### config.mk
export PLATFORM = sky130hd
export DESIGN_NAME = reg_sipo_frame_rx
export DESIGN_NICKNAME = d
export VERILOG_FILES = /design/src/rtl/reg_sipo_frame_rx.sv
export SDC_FILE = /design/constraint.sdc
export NUM_CORES = 1
export LEC_CHECK = 0
export BUFFER_PORTS_ARGS = -buffer_cell sky130_fd_sc_hd__buf_4
export CORE_ASPECT_RATIO = 1.2
export CORE_MARGIN = 3
export CORE_UTILIZATION = 48
export DETAILED_ROUTE_END_ITERATION = 10
export PLACE_DENSITY = 0.71
export RECOVER_POWER = 50
export SYNTH_ARGS = -nofsm -noshare
export SYNTH_HDL_FRONTEND = slang
export SYNTH_SLANG_ARGS = --single-unit
### constraint.sdc
create_clock -name clk -period 1.5 [get_ports clk]
set_input_delay 0.225 -clock clk [delete_from_list [all_inputs] [get_ports clk]]
set_output_delay 0.225 -clock clk [all_outputs]
set_load 0.01 [all_outputs]
### src/rtl/reg_sipo_frame_rx.sv
// Serial frame receiver: start bit, WIDTH data bits MSB-first, optional even parity, stop bit.
// Presents each good word on salida with a one-cycle dato_valido pulse; bad frames raise error pulses.
module reg_sipo_frame_rx #(
    parameter int WIDTH     = 4,
    parameter bit PARITY_EN = 1'b1
) (
    input  logic             clk,
    input  logic             reset,
    input  logic             enable,
    input  logic             entrada,
    output logic [WIDTH-1:0] salida,
    output logic             dato_valido,
    output logic             err_paridad,
    output logic             err_stop,
    output logic             ocupado
);

    typedef enum logic [1:0] {IDLE, DATA, PARITY, STOP} state_t;

    localparam int CW = $clog2(WIDTH + 1);
    localparam logic [CW-1:0] LAST_BIT = CW'(WIDTH - 1);

    state_t           state_reg, state_next;
    logic [CW-1:0]    count_reg, count_next;
    logic [WIDTH-1:0] shift_reg, shift_next;
    logic [WIDTH-1:0] salida_reg, salida_next;
    logic             par_reg, par_next;
    logic             perr_reg, perr_next;
    logic             dv_reg, dv_next;
    logic             pe_reg, pe_next;
    logic             se_reg, se_next;

    always_ff @(posedge clk) begin
        if (reset) begin
            state_reg  <= IDLE;
            count_reg  <= '0;
            shift_reg  <= '0;
            salida_reg <= '0;
            par_reg    <= 1'b0;
            perr_reg   <= 1'b0;
            dv_reg     <= 1'b0;
            pe_reg     <= 1'b0;
            se_reg     <= 1'b0;
        end else begin
            state_reg  <= state_next;
            count_reg  <= count_next;
            shift_reg  <= shift_next;
            salida_reg <= salida_next;
            par_reg    <= par_next;
            perr_reg   <= perr_next;
            dv_reg     <= dv_next;
            pe_reg     <= pe_next;
            se_reg     <= se_next;
        end
    end

    always_comb begin
        state_next  = state_reg;
        count_next  = count_reg;
        shift_next  = shift_reg;
        salida_next = salida_reg;
        par_next    = par_reg;
        perr_next   = perr_reg;
        dv_next     = 1'b0;
        pe_next     = 1'b0;
        se_next     = 1'b0;
        if (enable) begin
            case (state_reg)
                IDLE: begin
                    // Any sampled 0 is taken as a start bit; no glitch filtering.
                    if (!entrada) begin
                        state_next = DATA;
                        count_next = '0;
                        par_next   = 1'b0;
                        perr_next  = 1'b0;
                    end
                end
                DATA: begin
                    shift_next = {shift_reg[WIDTH-2:0], entrada};
                    par_next   = par_reg ^ entrada;
                    count_next = count_reg + CW'(1);
                    if (count_reg == LAST_BIT) begin
                        if (PARITY_EN) state_next = PARITY;
                        else           state_next = STOP;
                    end
                end
                PARITY: begin
                    perr_next  = par_reg ^ entrada;
                    state_next = STOP;
                end
                STOP: begin
                    state_next = IDLE;
                    if (entrada && !perr_reg) begin
                        salida_next = shift_reg;
                        dv_next     = 1'b1;
                    end
                    se_next = !entrada;
                    pe_next = perr_reg;
                end
                default: state_next = IDLE;
            endcase
        end
    end

    assign salida      = salida_reg;
    assign dato_valido = dv_reg;
    assign err_paridad = pe_reg;
    assign err_stop    = se_reg;
    assign ocupado     = (state_reg != IDLE);

endmodule
==> After elaboration in Yosys (flattened, before gate mapping) <==
Cells that the tools add are included.
{ "classes": {"n_addsub": 1, "n_eq_ne": 6, "mux": 9, "bitwise_logic": 3, "reduce_logical": 13} }
{ "ops": {"columns": ["op", "count"], "rows": [
  ["$reduce_and A3 Y1", 4],
  ["$pmux W2 S4", 1],
  ["$pmux W3 S2", 1],
  ["$reduce_bool A2 Y1", 3],
  ["$eq A2 B2 Y1 const B", 2],
  ["$mux W2", 2],
  ["$ne A2 B2 Y1 const B", 2],
  ["$pmux W1 S2", 2],
  ["$add A3 B1 Y3 const B", 1],
  ["$eq A3 B2 Y1 const B", 1],
  ["$mux W3", 1],
  ["$reduce_or A3 Y1", 1],
  ["$eq A2 B1 Y1 const B", 1],
  ["$logic_not A1 Y1", 2],
  ["$logic_not A2 Y1", 1],
  ["$mux W1", 2],
  ["$not A1 Y1", 2],
  ["$reduce_and A2 Y1", 1],
  ["$logic_and A1 B1 Y1", 1],
  ["$xor A1 B1 Y1", 1]
]} }
{ "totals": {"ff_bits": 18, "in_bits": 4, "output_inout_bits": 8, "elab_cells": 41} }

==> Longest topological paths before layout <==
{ "depth": {"word_depth": 3, "depth_mapped": 6, "depth_no_buf": 5} }

==> Least setup slack after synthesis <==
OpenSTA, ideal clock, no wires.
{ "synth_path": {"path_kind": "register -> register", "from": "register state_reg[0]", "to": "register state_reg[0]", "setup_time_ps": 70, "arrival_time_ps": 1442, "t_required_ps": 1430, "slack_ps": -12, "stages_incl_launch_ff": 7, "path_buffers": 1, "period_less_slack_ps": 1512, "path_cell_list": "dfxtp_1 -> inv_1 -> ha_1 -> buf_6 -> a21bo_1 -> or3_1 -> a21oi_1"} }
{ "synth_via": {"elab_chain_len": 3, "elab_cells_between_ends": 8, "cone_classes": "eq/ne (5); mux (1); reduce/logical (2)"} }
{ "synth_rtl": {"columns": ["item", "line_no", "text"], "rows": [
  ["start: declaration", "23", "state_t state_reg, state_next;"],
  ["start signal: assignment", "45", "state_reg <= state_next;"],
  ["$eq A2 B1 Y1 or $logic_not A2 Y1 (tied branches)", "68", "case (state_reg)"],
  ["$ne A2 B2 Y1 (no source line)", null, null],
  ["$reduce_and A3 Y1 (no source line)", null, null]
]} }
Several ways; a longest one is shown, not always the timed one.
A chain may end at the register's enable or synchronous reset.

==> Final worst setup path <==
{ "layout_path": {"from": "register state_reg[0]", "to": "register count_reg[2]"} }
{ "layout_via": {"elab_chain_len": 3, "elab_cells_between_ends": 6, "cone_classes": "eq/ne (2); mux (1); reduce/logical (3)"} }
{ "layout_rtl": {"columns": ["item", "line_no", "text"], "rows": [
  ["$eq A2 B1 Y1 or $logic_not A2 Y1 (tied branches)", "68", null],
  ["$reduce_bool A2 Y1 (no source line) or $ne A2 B2 Y1 (tied branches)", null, null],
  ["$reduce_and A3 Y1 (no source line)", null, null],
  ["end signal: assignment", "46", "count_reg <= count_next;"],
  ["end: declaration", "24", "logic [CW-1:0] count_reg, count_next;"]
]} }
Several ways; a longest one is shown, not always the timed one.

==> impl_metrics.py <==
metrics = {
    "floorplan": {
        "core-area_sq_um": 1540,
        "fp.dieH_um": 51.7,
        "rows": 15,
        "die_area_sq_um": 2280,
        "initial_core_util_pct": 54.3,
        "ios": 12,
        "fp.dieW_um": 44.1,
    },
    "setup_path": {
        "r2r_end": "count_reg[2]",
        "path_max_fanout": 4,
        "worstSetupPathType": "flip-flop to flip-flop",
        "cp-end-kind": "flip-flop",
        "arrival_ps": 1630,
        "crit_start": "state_reg[0]",
        "crit_end": "count_reg[2]",
        "r2r_start": "state_reg[0]",
        "cp-start-kind": "flip-flop",
        "rrSetupSlack_ps": 90,
        "reg2reg_depth": 6,
        "critPathRequiredTime_ps": 1720,
    },
    "final_layout": {
        "nets": 122,
        "fin_cells": 126,
        "syn2layout_area_growth_pct": 16.2,
        "drive_above_1_share_pct": 16.5,
        "num_antenna_cells": 0,
    },
    "sta": {
        "setup_tns_ps": 0,
        "hold-worst-slack_ps": 169,
        "post-route-period-util_pct": 94.0,
        "tightest_slew_ps": 388,
        "relSlewSlack_pct": 74.0,
        "setup_violations": 0,
        "hold_viol": 0,
        "fin_ws_ps": 90.3,
        "maxSlewViolCount": 0,
        "min_period_ps": 1410,
        "finalClockSkew_ps": 1.59,
        "fmax_ghz": 0.709,
    },
    "synthesis": {
        "yosys_most_used_dff": "dfxtp_1",
        "synth_area_per_cell_sq_um": 8.89,
        "ys_types": 25,
        "syn_area_sq_um": 836,
        "synth-edff-count": 0,
        "async_flop_share_pct": 0,
        "synth_seq_area_share_pct": 43.1,
        "yosys_warnings": 0,
        "synth_cells": 94,
        "synth_nets": 105,
        "yosys_register_bits": 18,
    },
    "worst_hold_path": {
        "hp-class": "input port to flip-flop",
    },
    "global_routing": {
        "grt_max_degree": 17,
        "grt_pass1_vias": 630,
        "antenna_found_initial": 0,
        "grt_pass1_wl_um": 2650,
        "grt_usage_pct": 16.2,
        "overflow": 0,
    },
    "pwr": {
        "power.density_nw_per_um2": 904,
        "power.total_mw": 0.878,
        "vdd_drop_max_mv": 0.480,
        "leakagePower_nw": 0.390,
    },
    "routing": {
        "remaining_drc_errors": 0,
        "first_pass_iters": 4,
        "viasPerCell": 5.40,
        "vias": 680,
        "drt_iter0_drc": 5,
        "ant_nets": 0,
        "routed_wl_um": 1590,
        "wire_per_inst_um": 12.6,
    },
    "place": {
        "io_buffers": 11,
        "routabilityCongestion": 0.690,
        "dp_hpwl_um": 1050,
        "dp.cells": 121,
        "pre_cts_slack_ps": 42.1,
    },
    "clock_tree": {
        "htree_levels": 1,
        "cts_tree": "built",
        "cts_made_buffers": 3,
        "clk_pin_slew_ps": 100,
        "clk_path_buf_depth": 2,
        "cts-root-buf": "clkbuf_4",
        "clk_latency_ps": 280,
        "clkSinkCount": 18,
    },
    "status": {
        "outcome": "finished, final reports clean",
    },
    "run": {
        "cap_viol_max_count": 0,
    },
}
layout make-up:
type	count	area (sq um)
timing repair buffer	17	105
clock buffer	3	22.5
sequential	18	364
tap	17	21.3
inverter	5	18.8
fill	134	568
multi-input combinational	66	439
routing by layer:
metal / vias to the layer above / wire, um / global-route usage [%]
li1: 359 / - / -
met1: 305 / 709 / 18.0
met2: 12 / 750 / 26.2
met3: 4 / 80 / 3.81
met4: 0 / 45 / 12.1
met5: - / 0 / 0
worst min path at each step:
stage	cells after the start	from	endpoint	slack, ps
CTS	2	entrada	err_stop	160
global placement	2	shift_reg[3]	shift_reg[3]	440
global route	2	entrada	err_stop	170
finish	2	entrada	err_stop	170
floorplan	1	reset	state_reg[0]	290
detailed placement	2	shift_reg[3]	shift_reg[3]	450
Yosys cell counts, types with 2 or more instances:
library cell	n	area share (%)
a31oi_1	2	1.5
inv_1	5	2.2
nand3_1	5	3.0
ha_1	7	10
dfxtp_1	18	43
a21oi_1	10	6.0
mux2i_1	4	4.8
nor2_1	8	3.6
buf_2	3	1.8
nand3b_1	5	4.5
o21ai_0	6	3.6
nand4b_1	2	2.1
nand2_1	7	3.1
critical path, stage by stage (launching register included):
cell      delay (ps)
dfxtp_4          380
inv_2             60
ha_4             160
buf_4            130
a21boi_1         340
nand3b_1         120
a21oi_1          150
layout by cell type, fill, tap and decap left out, types with 3 or more instances in the layout:
cell      synthesis  routed
dfxtp_1          18      17
nand3b_1          5       5
nand3_1           5       5
nand2_1           7       7
inv_2             0       3
clkbuf_1          1       7
nor2_1            8       8
clkbuf_4          0       3
o21ai_0           6       6
ha_1              7       6
mux2i_1           4       4
a21oi_1          10      10
buf_4             0       9
metrics by stage:
| step | util [%] | area (sq um) |
|---|---|---|
| floorplan | - | 837 |
| global placement | 61.1 | 941 |
| detailed placement | 61.1 | 941 |
| CTS | 63.4 | 976 |
| global route | 63.1 | 971 |
| finish | 63.1 | 971 |
cells by family after synthesis:
| logic type | count (synthesis) | synth area share, % |
|---|---|---|
| multiplexers | 4 | 4.79 |
| adder cells (fa/ha/maj) | 7 | 10.5 |
| flip-flops | 18 | 43.1 |
| AND/OR/NAND/NOR | 34 | 22.0 |
| buffers and inverters | 10 | 5.84 |
| AO/OA/AOI/OAI | 21 | 13.8 |
power by group:
| group | leakage, nW | internal (mW) | switching (mW) |
|---|---|---|---|
| clock network | 0.0138 | 0.0933 | 0.140 |
| logic | 0.231 | 0.0711 | 0.0810 |
| registers | 0.146 | 0.486 | 0.00690 |
timing repair:
item,4_1_cts,5_1_grt
endpoints found under the setup margin,1,2
hold buffers,0,0
pin swaps,0,1
gates resized for setup,2,6
buffers inserted,0,2
(Power assumes the default switching activity.)
